<file path="config.mk">
export PLATFORM = sky130hd
export DESIGN_NAME = step_run_controller_flat
export DESIGN_NICKNAME = d
export VERILOG_FILES = /design/src/rtl/step_run_controller_if.sv /design/src/rtl/step_run_controller.sv /design/src/flat_wrapper.sv
export SDC_FILE = /design/constraint.sdc
export NUM_CORES = 1
export LEC_CHECK = 0
export BUFFER_PORTS_ARGS = -buffer_cell sky130_fd_sc_hd__buf_2
export CAP_MARGIN = 20
export CORE_UTILIZATION = 58
export DETAILED_ROUTE_END_ITERATION = 8
export PLACE_DENSITY = 0.95
export SLEW_MARGIN = 20
export SYNTH_ARGS = -nofsm -noshare
export SYNTH_HDL_FRONTEND = slang
export SYNTH_SLANG_ARGS = --single-unit
</file>
<file path="constraint.sdc">
create_clock -name clk -period 3.9 [get_ports clk]
set_clock_uncertainty 0.05 [all_clocks]
set_input_delay 0 -clock clk [delete_from_list [all_inputs] [get_ports clk]]
set_output_delay 0 -clock clk [all_outputs]
set_load 0.01 [all_outputs]
</file>
<file path="src/rtl/step_run_controller_if.sv">
// Bundle of the step/run controller's board-side and datapath-side signals.
// The master drives the key, switch and breakpoint inputs; the slave is the controller.
interface step_run_controller_if #(
   parameter int CNT_W = 16
) ();
   logic             key_n;
   logic             run_sw;
   logic [31:0]      pc_in;
   logic [31:0]      bp_addr;
   logic             bp_en;
   logic             cpu_en;
   logic             halted;
   logic             key_db;
   logic [CNT_W-1:0] step_cnt;

   modport master (
      output key_n, run_sw, pc_in, bp_addr, bp_en,
      input  cpu_en, halted, key_db, step_cnt
   );

   modport slave (
      input  key_n, run_sw, pc_in, bp_addr, bp_en,
      output cpu_en, halted, key_db, step_cnt
   );
endinterface

</file>
<file path="src/rtl/step_run_controller.sv">
// Clock-enable generator for the multi-cycle MIPS datapath: a debounced key gives
// single steps, the run switch gives a divided pulse rate, a PC breakpoint halts run mode.
module step_run_controller #(
   parameter int DEBOUNCE_CYCLES = 500000,
   parameter int RUN_DIV         = 25000000,
   parameter int CNT_W           = 16
) (
   input  logic                 clk,
   input  logic                 in_reset,
   step_run_controller_if.slave io
);

   localparam int DB_W  = (DEBOUNCE_CYCLES > 1) ? $clog2(DEBOUNCE_CYCLES) : 1;
   localparam int DIV_W = (RUN_DIV > 1) ? $clog2(RUN_DIV) : 1;
   localparam logic [DB_W-1:0]  DB_LAST  = DB_W'(DEBOUNCE_CYCLES - 1);
   localparam logic [DIV_W-1:0] DIV_LAST = DIV_W'(RUN_DIV - 1);
   localparam logic [CNT_W-1:0] CNT_MAX  = {CNT_W{1'b1}};

   typedef enum logic [1:0] {
      ST_STEP = 2'd0,
      ST_RUN  = 2'd1,
      ST_HALT = 2'd2
   } state_e;

   state_e           state_q,       state_d;
   logic             key_meta_q,    key_meta_d;
   logic             key_s_q,       key_s_d;
   logic             run_meta_q,    run_meta_d;
   logic             run_s_q,       run_s_d;
   logic             run_prev_q,    run_prev_d;
   logic [DB_W-1:0]  db_cnt_q,      db_cnt_d;
   logic             key_db_q,      key_db_d;
   logic             key_db_prev_q, key_db_prev_d;
   logic             press_q,       press_d;
   logic [DIV_W-1:0] div_q,         div_d;
   logic             cpu_en_q,      cpu_en_d;
   logic             halted_q,      halted_d;
   logic [CNT_W-1:0] step_cnt_q,    step_cnt_d;

   logic db_mismatch;
   logic run_rise;
   logic bp_hit;

   // key_s is active-low, key_db active-high: they disagree when they are equal
   assign db_mismatch = (key_s_q == key_db_q);
   assign run_rise    = run_s_q & ~run_prev_q;
   assign bp_hit      = io.bp_en & (io.pc_in == io.bp_addr);

   assign io.cpu_en   = cpu_en_q;
   assign io.halted   = halted_q;
   assign io.key_db   = key_db_q;
   assign io.step_cnt = step_cnt_q;

   // synchronisers, debounce counter and the one-cycle press event
   always_comb begin
      key_meta_d    = io.key_n;
      key_s_d       = key_meta_q;
      run_meta_d    = io.run_sw;
      run_s_d       = run_meta_q;
      run_prev_d    = run_s_q;
      key_db_prev_d = key_db_q;
      press_d       = key_db_q & ~key_db_prev_q;
      key_db_d      = key_db_q;
      db_cnt_d      = {DB_W{1'b0}};
      if (db_mismatch) begin
         if (db_cnt_q == DB_LAST) begin
            key_db_d = ~key_db_q;
            db_cnt_d = {DB_W{1'b0}};
         end else begin
            db_cnt_d = db_cnt_q + DB_W'(1);
         end
      end else begin
         db_cnt_d = {DB_W{1'b0}};
      end
   end

   // mode FSM, run divider and pulse generation
   always_comb begin
      state_d  = state_q;
      div_d    = div_q;
      cpu_en_d = 1'b0;
      case (state_q)
         ST_STEP: begin
            div_d = {DIV_W{1'b0}};
            if (run_rise) begin
               state_d = ST_RUN;
            end else if (press_q) begin
               cpu_en_d = 1'b1;
            end else begin
               state_d = ST_STEP;
            end
         end
         ST_RUN: begin
            if (!run_s_q) begin
               state_d = ST_STEP;
               div_d   = {DIV_W{1'b0}};
            end else if (div_q == DIV_LAST) begin
               div_d = {DIV_W{1'b0}};
               if (bp_hit) begin
                  state_d = ST_HALT;
               end else begin
                  cpu_en_d = 1'b1;
               end
            end else begin
               div_d = div_q + DIV_W'(1);
            end
         end
         ST_HALT: begin
            div_d = {DIV_W{1'b0}};
            if (press_q) begin
               cpu_en_d = 1'b1;
               state_d  = run_s_q ? ST_RUN : ST_STEP;
            end else if (!run_s_q) begin
               state_d = ST_STEP;
            end else begin
               state_d = ST_HALT;
            end
         end
         default: begin
            state_d = ST_STEP;
            div_d   = {DIV_W{1'b0}};
         end
      endcase

      // a pulse is never allowed to stretch into a second cycle
      cpu_en_d = cpu_en_d & ~cpu_en_q;
      halted_d = (state_d == ST_HALT);
      if (cpu_en_d && (step_cnt_q != CNT_MAX)) begin
         step_cnt_d = step_cnt_q + CNT_W'(1);
      end else begin
         step_cnt_d = step_cnt_q;
      end
   end

   // state register; synchronisers reset to the idle levels of their inputs
   always_ff @(posedge clk or negedge in_reset) begin
      if (!in_reset) begin
         state_q       <= ST_STEP;
         key_meta_q    <= 1'b1;
         key_s_q       <= 1'b1;
         run_meta_q    <= 1'b0;
         run_s_q       <= 1'b0;
         run_prev_q    <= 1'b0;
         db_cnt_q      <= {DB_W{1'b0}};
         key_db_q      <= 1'b0;
         key_db_prev_q <= 1'b0;
         press_q       <= 1'b0;
         div_q         <= {DIV_W{1'b0}};
         cpu_en_q      <= 1'b0;
         halted_q      <= 1'b0;
         step_cnt_q    <= {CNT_W{1'b0}};
      end else begin
         state_q       <= state_d;
         key_meta_q    <= key_meta_d;
         key_s_q       <= key_s_d;
         run_meta_q    <= run_meta_d;
         run_s_q       <= run_s_d;
         run_prev_q    <= run_prev_d;
         db_cnt_q      <= db_cnt_d;
         key_db_q      <= key_db_d;
         key_db_prev_q <= key_db_prev_d;
         press_q       <= press_d;
         div_q         <= div_d;
         cpu_en_q      <= cpu_en_d;
         halted_q      <= halted_d;
         step_cnt_q    <= step_cnt_d;
      end
   end

endmodule

</file>
<file path="src/flat_wrapper.sv">
// flat-port wrapper written by rule: the top's interface ports become plain ports
module step_run_controller_flat 
#(
   parameter int DEBOUNCE_CYCLES = 500000,
   parameter int RUN_DIV         = 25000000,
   parameter int CNT_W           = 16
)
  (clk, in_reset, io_key_n, io_run_sw, io_pc_in, io_bp_addr, io_bp_en, io_cpu_en, io_halted, io_key_db, io_step_cnt);
  step_run_controller_if #(.CNT_W(CNT_W)) io_i ();
  input  logic clk;
  input  logic in_reset;
  input wire logic [$bits(io_i.key_n)-1:0] io_key_n;
  input wire logic [$bits(io_i.run_sw)-1:0] io_run_sw;
  input wire logic [$bits(io_i.pc_in)-1:0] io_pc_in;
  input wire logic [$bits(io_i.bp_addr)-1:0] io_bp_addr;
  input wire logic [$bits(io_i.bp_en)-1:0] io_bp_en;
  output wire logic [$bits(io_i.cpu_en)-1:0] io_cpu_en;
  output wire logic [$bits(io_i.halted)-1:0] io_halted;
  output wire logic [$bits(io_i.key_db)-1:0] io_key_db;
  output wire logic [$bits(io_i.step_cnt)-1:0] io_step_cnt;
  assign io_i.key_n = io_key_n;
  assign io_i.run_sw = io_run_sw;
  assign io_i.pc_in = io_pc_in;
  assign io_i.bp_addr = io_bp_addr;
  assign io_i.bp_en = io_bp_en;
  assign io_cpu_en = io_i.cpu_en;
  assign io_halted = io_i.halted;
  assign io_key_db = io_i.key_db;
  assign io_step_cnt = io_i.step_cnt;
  step_run_controller #(.DEBOUNCE_CYCLES(DEBOUNCE_CYCLES), .RUN_DIV(RUN_DIV), .CNT_W(CNT_W)) u_core (.clk(clk), .in_reset(in_reset), .io(io_i));
endmodule
</file>
==> results of run 1 <==
logic make-up (layout without fill, tap and decap cells):
group / Yosys count / count (layout) / share of synthesized area (%)
simple gates: 175 / 175 / 25.1
xor+xnor: 76 / 76 / 18.0
flops: 72 / 72 / 48.8
buf+inv: 24 / 121 / 2.57
compound gates: 22 / 22 / 3.49
fa+ha+maj: 3 / 3 / 1.02
mux: 3 / 3 / 0.982
power breakdown:
| part | internal, uW | total [uW] | switching [uW] |
|---|---|---|---|
| Sequential | 754 | 760 | 5.79 |
| Combinational | 54.2 | 110 | 55.8 |
| Clock | 286 | 554 | 268 |
how the worst min path moves through the flow:
stage	endpoint	slack, ns	depth (start not counted)
global placement	u_core.key_meta_q	0.06	1
finish	u_core.io.cpu_en	0.19	5
CTS	u_core.io.cpu_en	0.17	5
floorplan	u_core.db_cnt_q[0]	-0.35	0
global route	u_core.key_meta_q	0.24	2
detailed placement	u_core.key_meta_q	0.06	1
final cells by class:
cell class	instances	area, sq um	area share, %
flip-flops and latches	72	1800	41.0
multi-input cells	279	1790	40.8
repair buffers	91	473	10.7
clock buffers	10	128	2.90
well taps	75	93.8	2.13
inverters	16	60.1	1.36
clock inverters	4	47.5	1.08
layout by cell type, fill, tap and decap left out, types with 2 or more instances in the layout:
| master | instances |
|---|---|
| xor2_1 | 22 |
| nand4_1 | 19 |
| and3_1 | 8 |
| o221ai_1 | 2 |
| nand3_2 | 2 |
| buf_2 | 87 |
| nor2_1 | 54 |
| inv_1 | 16 |
| or2_2 | 2 |
| dfrtp_1 | 70 |
| nor4_1 | 7 |
| and4_1 | 5 |
| nand2b_1 | 4 |
| nand3_1 | 24 |
| xnor2_1 | 54 |
| clkinv_2 | 2 |
| and2_1 | 2 |
| a21oi_1 | 10 |
| nor3_1 | 8 |
| or3_1 | 4 |
| ha_1 | 3 |
| o21ai_0 | 7 |
| dfstp_2 | 2 |
| dlygate4sd3_1 | 3 |
| nand2_1 | 22 |
| clkbuf_8 | 9 |
| a22o_1 | 2 |
| nor2b_1 | 4 |
per-layer routing:
layer / share of wire [%] / track usage (%)
met1: 41 / 27.9
met3: 5.3 / 4.67
met2: 51 / 46.6
met4: 3.4 / 15.4
met5: 0 / 0
worst max-delay path, delay by kind of cell (launching register included):
| kind | cells | cell delay (ns) |
|---|---|---|
| fa+ha+maj | 1 | 0.25 |
| flops | 1 | 0.41 |
| simple gates | 4 | 1.71 |
flip-flops by register name (all words and copies together), names as in the netlist:
| signal | cells |
|---|---|
| u_core.run_prev_d | 1 |
| u_core.div_q | 25 |
| u_core.press_q | 1 |
| u_core.state_q | 2 |
| u_core.io.cpu_en | 1 |
| u_core.io.key_db | 1 |
| u_core.key_db_prev_q | 1 |
| u_core.key_s_q | 1 |
| u_core.run_prev_q | 1 |
| u_core.db_cnt_q | 19 |
| u_core.run_meta_q | 1 |
| u_core.io.step_cnt | 16 |
| u_core.io.halted | 1 |
| u_core.key_meta_q | 1 |
per-stage QoR:
step / cell area, sq um / std cells / total power, uW
2_1_floorplan: 3690 / 375 / 819
3_3_place_gp: 4200 / 530 / 879
3_5_place_dp: 4200 / 530 / 883
4_1_cts: 4400 / 547 / 1430
5_1_grt: 4400 / 547 / 1480
6_report: 4400 / 547 / 1420
==> Implementation_results.wiki, run 1 <==
{| class="wikitable"
! Metric !! Value
|-
| Top post-synthesis cells by count || dfrtp_1 (70), nor2_1 (54), xnor2_1 (54)
|-
| Number of enable flip-flop cells after synthesis || 0
|-
| Most used DFF post-synth || dfrtp_1
|-
| Core Region || between 6000 and 7000 sq um
|-
| Vias || 2,973
|-
| Synthesized instance count || about 380
|-
| Worst Setup Slack post-DPL || 1.33 ns
|-
| HPWL after detailed placement || 5820 um
|-
| Synth area leaders || dfrtp_1 (47%), xnor2_1 (13%), nor2_1 (5.5%), xor2_1 (5.2%), nand3_1 (3.3%)
|-
| Port Buffer Count || between 80 and 90
|-
| Critical path capture point type || flip-flop
|-
| Number of nets in the final layout || 541
|-
| Cts bufs inserted || 9
|-
| Kind of critical path || reg2reg
|-
| Number of setup buffers added after CTS || 0
|-
| Die Height || 81.8 um
|-
| DRC errors left || 0
|-
| Number of antenna violations at the first check in global routing || 0
|-
| Number of top-level pins || 88
|-
| Fin worst setup slack || about 1.3 ns
|-
| First-pass GRT wire length || 12,600 um
|-
| Via count normalized by instance count || roughly 5.4
|-
| Cells along the critical path || ha_1 > nand3_2 > or4_2 > nand3_1 > nor2_1
|-
| Startpoint of the lowest-slack hold path || io_bp_en
|-
| Fraction of layout instances using a drive strength above 1 || 24.6%
|-
| Area growth syn-to-layout || 19.1%
|-
| Width of the die || between 80 and 90 um
|-
| Capturing instance or port of the critical path || u_core.div_q[14]
|-
| Starting density of the core || 61.3%
|-
| Via count of the first global-routing pass || 2,980
|-
| Reg-to-reg setup timing slack || ~1.3 ns
|-
| Run status || finished clean
|-
| Max Fclk || between 300 and 400 MHz
|-
| Utilization after layout || 73.0%
|-
| Leakage Power || 0.00195 uW
|-
| Worst Max-Slew Pin Slew || 0.960 ns
|-
| Clock Pin Slew Worst Setup and Hold Paths || 0.07 ns
|-
| Insertion delay of the later-clocked pin in the worst-skew pair || 0.35 ns
|-
| Total standard cell area after synthesis || 3690 sq um
|-
| Clock Tree Root || clkbuf_8
|-
| Count leader, synth || dfrtp_1
|-
| Average wire per standard cell || 14.8 um
|-
| First drt pass iteration count || 4
|-
| Setup repair after global routing missed its margin || false
|-
| Pin count of the biggest net entering global routing || between 40 and 50
|-
| Total of hold buffers inserted after clock tree synthesis || 3
|-
| Peak supply drop || ~0.3 mV
|-
| Period Utilization, post-route || 66.3%
|-
| Die Outline Area || 6690 sq um
|-
| Origin of the worst setup path || u_core.div_q[0]
|-
| Setup-violating endpoint count in the final report || 0
|-
| Clock Sink Count || 72
|-
| Yosys synthesis warning count || 0
|-
| Final worst hold slack || 0.191 ns
|-
| Count of fill cells added during filler insertion || around 420
|-
| Post-synth net total || 447
|-
| R2R depth || 5
|-
| Maximum root-to-sink buffer count || 2
|-
| CP required || slightly above 4 ns
|-
| Detailed router's first-iteration violation count || roughly 190
|-
| Largest fanout on the critical path || 25
|-
| Placer's final routability congestion estimate || 0.769
|-
| TritonCTS clock tree || yes
|-
| Aggregate negative setup slack || 0 ns
|-
| Max Slew Vio Count || 0
|-
| Number of distinct library cell variants in the gate-level netlist after synthesis || 40
|-
| Worst path slowest cell || or4_2
|-
| Post-cts gate resize count || 0
|-
| Endpoint of the most critical register-to-register path || u_core.div_q[14]
|-
| Arr. time, crit path || between 2 and 3 ns
|-
| Critical path's largest stage delay || about 0.73 ns
|-
| Sequential area share after synthesis || 48.8%
|-
| Startpoint class of the critical path || flip-flop
|-
| Worst min-delay path class || in2reg
|-
| R2r startpoint || u_core.div_q[0]
|-
| Top cell type by total area after synthesis || dfrtp_1
|-
| Syn Area/Cell || 9.85 sq um
|-
| CTS H-tree lvls || 3
|-
| Routed Antenna Nets || 0
|-
| Routed Wire Length || 8100 um
|-
| Post-synth top area share || 47.4%
|-
| GRT Total Usage || 25.8%
|-
| Worst slew margin relative to its limit || between 30 and 40%
|-
| Ratio of total power to cell area || 323 nW/um^2
|-
| # diodes || 0
|-
| Overflow after GRT || 0
|-
| Minimum period implied by the final worst setup slack || 2.59 ns
|-
| Count of state elements after synthesis || 72
|-
| Row count || 28
|-
| Total of max-cap violations || 0
|-
| Async SR Flop Fraction || 100%
|-
| Number of endpoints with negative hold slack in the final report || 0
|}
Power figures use the tool's default switching activity.
==> run 2: changes to the inputs <==
--- a/config.mk
+++ b/config.mk
@@ -7,9 +7,9 @@
 export LEC_CHECK = 0
 export BUFFER_PORTS_ARGS = -buffer_cell sky130_fd_sc_hd__buf_2
 export CAP_MARGIN = 20
-export CORE_UTILIZATION = 58
+export CORE_UTILIZATION = 49
 export DETAILED_ROUTE_END_ITERATION = 8
-export PLACE_DENSITY = 0.95
+export PLACE_DENSITY = 0.88
 export SLEW_MARGIN = 20
 export SYNTH_ARGS = -nofsm -noshare
 export SYNTH_HDL_FRONTEND = slang
==> constraint.sdc (replaced) <==
create_clock -name clk -period 2.2 [get_ports clk]
set_clock_uncertainty 0.05 [all_clocks]
set_input_delay 0 -clock clk [delete_from_list [all_inputs] [get_ports clk]]
set_output_delay 0 -clock clk [all_outputs]
set_load 0.01 [all_outputs]
==> run 2 against run 1 <==
The run now ends with negative setup slack left. First-iteration DRC count decreased by 44%. Clock power increased by 130%. Non-clock buffer count increased by 29. Critical path type unchanged. Largest power group unchanged. Highest routed layer unchanged.
==> Implementation_results.wiki, run 2 (synthesized netlist as in run 1, its figures left out) <==
{| class="wikitable"
! Metric !! Value
|-
| Clock Pin Slew Worst Setup and Hold Paths || approximately 0.08 ns
|-
| Insertion delay of the later-clocked pin in the worst-skew pair || 0.36 ns
|-
| # diodes || 0
|-
| Die Height || 88.8 um
|-
| Ratio of total power to cell area || 586 nW/um^2
|-
| Via count normalized by instance count || slightly above 5
|-
| Number of nets in the final layout || between 500 and 600
|-
| TritonCTS clock tree || yes
|-
| Final worst hold slack || 0.175 ns
|-
| Area growth syn-to-layout || 30.1%
|-
| Count of fill cells added during filler insertion || around 540
|-
| Arr. time, crit path || approximately 2.4 ns
|-
| Cells along the critical path || nand3_2 > or3_4 > nor4_4 > a21oi_2 > or4b_4 > mux2_4
|-
| Setup repair after global routing missed its margin || true
|-
| Number of endpoints with negative hold slack in the final report || 0
|-
| Peak supply drop || about 0.44 mV
|-
| Pin count of the biggest net entering global routing || 33
|-
| Period Utilization, post-route || 102%
|-
| Largest fanout on the critical path || 5
|-
| Number of flip-flops in the largest register || 25
|-
| Worst slew margin relative to its limit || around 55%
|-
| Register ranked first by flip-flop count || u_core.div_q
|-
| Multi-input logic area || 1860 sq um
|-
| Routed Wire Length || 8470 um
|-
| Routed Antenna Nets || 0
|-
| HPWL after detailed placement || 6090 um
|-
| Violations in the final reports || negative setup slack
|-
| First-pass GRT wire length || 12,800 um
|-
| CTS H-tree lvls || 3
|-
| Sequential cell area in the final layout || 1800 sq um
|-
| Clock Tree Root || clkbuf_8
|-
| Via count of the first global-routing pass || approximately 3,000
|-
| Port Buffer Count || 87
|-
| Worst Max-Slew Pin Slew || 0.679 ns
|-
| Final standard cell area without fillers || 4800 sq um
|-
| Run status || finished, violations left
|-
| Overflow after GRT || 0
|-
| CP required || between 2 and 2.5 ns
|-
| Width of the die || 88.8 um
|-
| Setup-violating endpoint count in the final report || 2
|-
| Row count || 31
|-
| Placed instance area || 4440 sq um
|-
| Maximum root-to-sink buffer count || 2
|-
| GRT Total Usage || 21.7%
|-
| Max Fclk || 445 MHz
|-
| Number of top-level pins || 88
|-
| Commonest cells after routing, fill and taps aside || buf_2 (87), dfrtp_1 (70), nor2_1 (54), xnor2_1 (54), buf_4 (28)
|-
| Detailed router's first-iteration violation count || 104
|-
| DRC errors left || 0
|-
| Minimum period implied by the final worst setup slack || ~2.2 ns
|-
| Core Region || 7250 sq um
|-
| Placer's final routability congestion estimate || 0.738
|-
| Leakage Power || 0.00216 uW
|-
| First drt pass iteration count || 4
|-
| Worst path top cell family by delay || simple AND/OR/NAND/NOR gates
|-
| Starting density of the core || between 50% and 60%
|-
| Fraction of layout instances using a drive strength above 1 || 30.6%
|-
| Clock Sink Count || 72
|-
| Commonest non-fill, non-tap cell in the layout || buf_2
|-
| Worst path slowest cell || or4b_4
|-
| Critical path's largest stage delay || 0.55 ns
|-
| Startpoint class of the critical path || flip-flop
|-
| Vias || a little over 3,000
|-
| Fin worst setup slack || -0.0480 ns
|-
| Average wire per standard cell || 14.1 um
|-
| Total of max-cap violations || 0
|-
| Number of antenna violations at the first check in global routing || 0
|-
| Critical path capture point type || flip-flop
|-
| Cts bufs inserted || 9
|-
| Max Slew Vio Count || 0
|-
| Number of buffers and inverters on the critical path || 0
|-
| Kind of critical path || reg2reg
|-
| Die Outline Area || 7890 sq um
|-
| Worst min-delay path class || in2async
|}
==> run 2: changes by cell type in the layout (fill, tap and decap cells not counted), moves of 2 or more <==
cell	previous run	this run
nor3_2	0	3
clkinv_4	0	2
nor3_1	8	5
bufinv_16	1	3
buf_4	1	28
nor4_4	0	2
buf_12	0	2
==> run 2: power by group <==
part	internal (uW)	total, uW	switching (uW)
combinational	103	205	102
sequential	1340	1350	9.79
clock	754	1270	511
total	2190	2820	623
==> run 2: path summary, 6_finish.rpt <==
kind | startpoint | to | slack, ns | cells past startpoint
max reg2reg | u_core.div_q[20] | u_core.io.step_cnt[14] | -0.05 | 6
min in group clk | io_key_n | u_core.key_meta_q | 0.24 | 2
max in group asynchronous | in_reset | u_core.io.step_cnt[14] | 1.18 | 3
min reg2reg | u_core.key_meta_q | u_core.key_s_q | 0.31 | 0
max | u_core.div_q[20] | u_core.io.step_cnt[14] | -0.05 | 6
min | in_reset | u_core.db_cnt_q[18] | 0.18 | 2
==> run 2: layer usage <==
metal	GRT usage [%]	routed length, um	vias up
met1	23.3	3410	1469
met4	11.7	168	0
met5	0	0	-
met2	40.2	4370	114
met3	3.82	527	14
li1	-	-	1522
==> run 2: timing repair <==
action | CTS | global route
resized for setup | 1 | 9
pin swaps | 3 | 2
hold buffers | 3 | 0
endpoints found under the setup margin | 2 | 17
setup buffers | 1 | 5
hold endpoints to repair | 30 | 0
==> run 2: cell type report <==
cell class,instances,share of cell area (%)
Clock inverter,7,2.50
Timing Repair Buffer,120,14.9
Inverter,16,1.25
Multi-Input combinational cell,279,38.6
Tap cell,99,2.58
Sequential cell,72,37.6
Clock buffer,9,2.58
==> run 2: metrics by stage <==
stage                     setup slack, ns  std cells  total power [uW]  utilization [%]  TNS (ns)
after floorplan                    0.0225        375              1450                -         0
after global placement             0.0147        577              1570             61.2         0
after detailed placement          0.00106        577              1570             61.2         0
after CTS                         -0.0117        597              2830             65.2   -0.0117
after global routing              -0.0951        602              2910             66.2    -0.690
final                             -0.0480        602              2820             66.2   -0.0514
==> run 3: changes to the inputs <==
--- a/config.mk
+++ b/config.mk
@@ -7,9 +7,9 @@
 export LEC_CHECK = 0
 export BUFFER_PORTS_ARGS = -buffer_cell sky130_fd_sc_hd__buf_2
 export CAP_MARGIN = 20
-export CORE_UTILIZATION = 49
+export CORE_UTILIZATION = 54
 export DETAILED_ROUTE_END_ITERATION = 8
-export PLACE_DENSITY = 0.88
+export PLACE_DENSITY = 0.91
 export SLEW_MARGIN = 20
 export SYNTH_ARGS = -nofsm -noshare
 export SYNTH_HDL_FRONTEND = slang
==> constraint.sdc (replaced) <==
create_clock -name clk -period 2.1 [get_ports clk]
set_clock_uncertainty 0.05 [all_clocks]
set_input_delay 0 -clock clk [delete_from_list [all_inputs] [get_ports clk]]
set_output_delay 0 -clock clk [all_outputs]
set_load 0.01 [all_outputs]
==> run 3 against run 2 <==
The flow finishes with violations (design-rule violations, negative setup slack). Register-to-register slack got worse by 0.17 ns. First-iteration DRC count increased to 3.0 times the previous value. Hold slack got worse by 0.079 ns. Sequential power increased by 4%. Maximum frequency decreased by 3.1%. Utilization increased by 12 points. Critical path type unchanged.
==> Implementation_results.wiki, run 3 (synthesized netlist as in run 1, its figures left out) <==
{| class="wikitable"
! Metric !! Value
|-
| Ratio of total power to cell area || 532 nW/um^2
|-
| Clock Sink Count || 72
|-
| Overflow after GRT || 0
|-
| Number of flip-flops in the largest register || 25
|-
| Maximum root-to-sink buffer count || 2
|-
| Number of antenna violations at the first check in global routing || 0
|-
| First drt pass iteration count || 7
|-
| Total of max-cap violations || 0
|-
| Worst Max-Slew Pin Slew || 0.529 ns
|-
| Clock Pin Slew Worst Setup and Hold Paths || around 0.1 ns
|-
| Port Buffer Count || 87
|-
| Row count || 29
|-
| Insertion delay of the later-clocked pin in the worst-skew pair || 0.36 ns
|-
| First-pass GRT wire length || roughly 16,000 um
|-
| Met1 usage || 33.3%
|-
| Multi-input logic area || around 2000 sq um
|-
| Sequential cell area in the final layout || between 1500 and 2000 sq um
|-
| Clock Tree Root || clkbuf_8
|-
| HPWL after detailed placement || between 6000 and 7000 um
|-
| Vias || 3,533
|-
| Worst min-delay path class || in2async
|-
| Die Height || about 85 um
|-
| Detailed router's first-iteration violation count || 310
|-
| Cts bufs inserted || 9
|-
| Placer's final routability congestion estimate || between 0.8 and 0.9
|-
| Number of nets in the final layout || 594
|-
| Critical path capture point type || flip-flop
|-
| Arr. time, crit path || approximately 2.5 ns
|-
| Leakage Power || 0.00231 uW
|-
| Setup-violating endpoint count in the final report || 17
|-
| Fraction of layout instances using a drive strength above 1 || 37.6%
|-
| Peak supply drop || about 0.50 mV
|-
| Most heavily used metal layer in global routing || met2
|-
| CTS H-tree lvls || 3
|-
| GRT Total Usage || between 30% and 40%
|-
| Routed Antenna Nets || 0
|-
| Average wire per standard cell || 18.3 um
|-
| TritonCTS clock tree || yes
|-
| Commonest non-fill, non-tap cell in the layout || buf_2
|-
| Number of endpoints with negative hold slack in the final report || 0
|-
| Aggregate negative setup slack || -2.10 ns
|-
| Routed Wire Length || 11,000 um
|-
| Core Region || about 6500 sq um
|-
| DRC errors left || 15
|-
| Area growth syn-to-layout || 36.4%
|-
| Register ranked first by flip-flop count || u_core.div_q
|-
| Starting density of the core || 57.2%
|-
| Max Fclk || about 430 MHz
|-
| Utilization after layout || 78.0%
|-
| Number of top-level pins || 88
|-
| Commonest cells after routing, fill and taps aside || buf_2 (87), dfrtp_1 (70), nor2_1 (54), xnor2_1 (51), buf_4 (45)
|-
| Via count of the first global-routing pass || 3,520
|-
| Die Outline Area || between 7000 and 8000 sq um
|-
| Count of fill cells added during filler insertion || 366
|-
| Period Utilization, post-route || 111%
|-
| Startpoint class of the critical path || flip-flop
|-
| Run status || finished, violations left
|-
| Width of the die || 84.7 um
|-
| Pin count of the biggest net entering global routing || 26
|-
| # diodes || 0
|-
| Kind of critical path || reg2reg
|-
| Worst slew margin relative to its limit || 64.7%
|-
| CP required || 2.30 ns
|-
| Fin worst setup slack || -0.221 ns
|-
| Max Slew Vio Count || 0
|-
| Minimum period implied by the final worst setup slack || about 2.3 ns
|-
| Via count normalized by instance count || roughly 5.8
|-
| Met2 Use GR || roughly half
|-
| Setup repair after global routing missed its margin || true
|-
| Largest fanout on the critical path || 2
|-
| Violations in the final reports || design-rule violations, negative setup slack
|-
| Global routing met3 resource utilization || under 10%
|}
-- run 3: cell types whose count changed in the layout (fill, tap and decap cells not counted), sizes merged --
| cell | previous run | this run |
|---|---|---|
| clkinv | 3 | 1 |
| clkinvlp | 1 | 2 |
| bufinv | 3 | 0 |
| buf | 117 | 141 |
| inv | 16 | 20 |
-- run 3: critical path, stage by stage, from the launching register on --
cell and delay, ns:
dfrtp_1 0.44, nor4b_4 0.33, nand4_1 0.15, nor4_2 0.29
a21oi_2 0.08, or4b_4 0.56, mux2_4 0.31
-- run 3: through the flow --
step,hold slack [ns],setup WS (ns),area [sq um],total power (uW),cells
CTS,0.106,-0.212,4890,2670,597
finish,0.0961,-0.221,5040,2680,604
detailed placement,-0.0436,-0.116,4550,1660,573
floorplan,-0.346,-0.0775,3710,1520,375
global route,0.159,-0.268,5040,2790,604
global placement,-0.0514,-0.0633,4550,1650,573
-- run 3: final cells by class --
class / count / area share [%]
clock buffer: 9 / 2.46
clock inverter: 7 / 1.22
inverter: 16 / 1.19
multi-input combinational: 279 / 39.1
sequential: 72 / 35.8
tap: 77 / 1.91
timing repair buffer: 144 / 18.3
-- run 3: power breakdown --
group          switching (uW)  internal [uW]
logic                     112            113
clock network             595            451
registers                10.1           1400
-- run 3: metal layers --
layer | vias to the layer above | share of wire, %
met3 | 62 | 8.3
met5 | - | 0
met4 | 0 | 6.4
met2 | 227 | 49
li1 | 1572 | -
met1 | 1672 | 36
-- run 3: worst paths after layout --
check                             startpoint                endpoint  slack, ns  depth (start not counted)
max                         u_core.div_q[10]  u_core.io.step_cnt[14]      -0.22                          6
min                                 in_reset     u_core.db_cnt_q[15]        0.1                          2
max reg2reg                 u_core.div_q[10]  u_core.io.step_cnt[14]      -0.22                          6
min reg2reg                u_core.run_meta_q       u_core.run_prev_d       0.31                          0
max in group asynchronous           in_reset        u_core.div_q[20]       1.24                          3
min in group clk                    io_bp_en       u_core.state_q[0]       0.22                          7
-- run 3: timing repair --
item / 4_1_cts / 5_1_grt
hold endpoints to repair: 56 / 0
gates resized for setup: 19 / 23
endpoints found under the setup margin: 18 / 28
buffers inserted: 4 / 8
hold buffers: 3 / 0
gates cloned: 1 / 0
pin swaps: 19 / 11
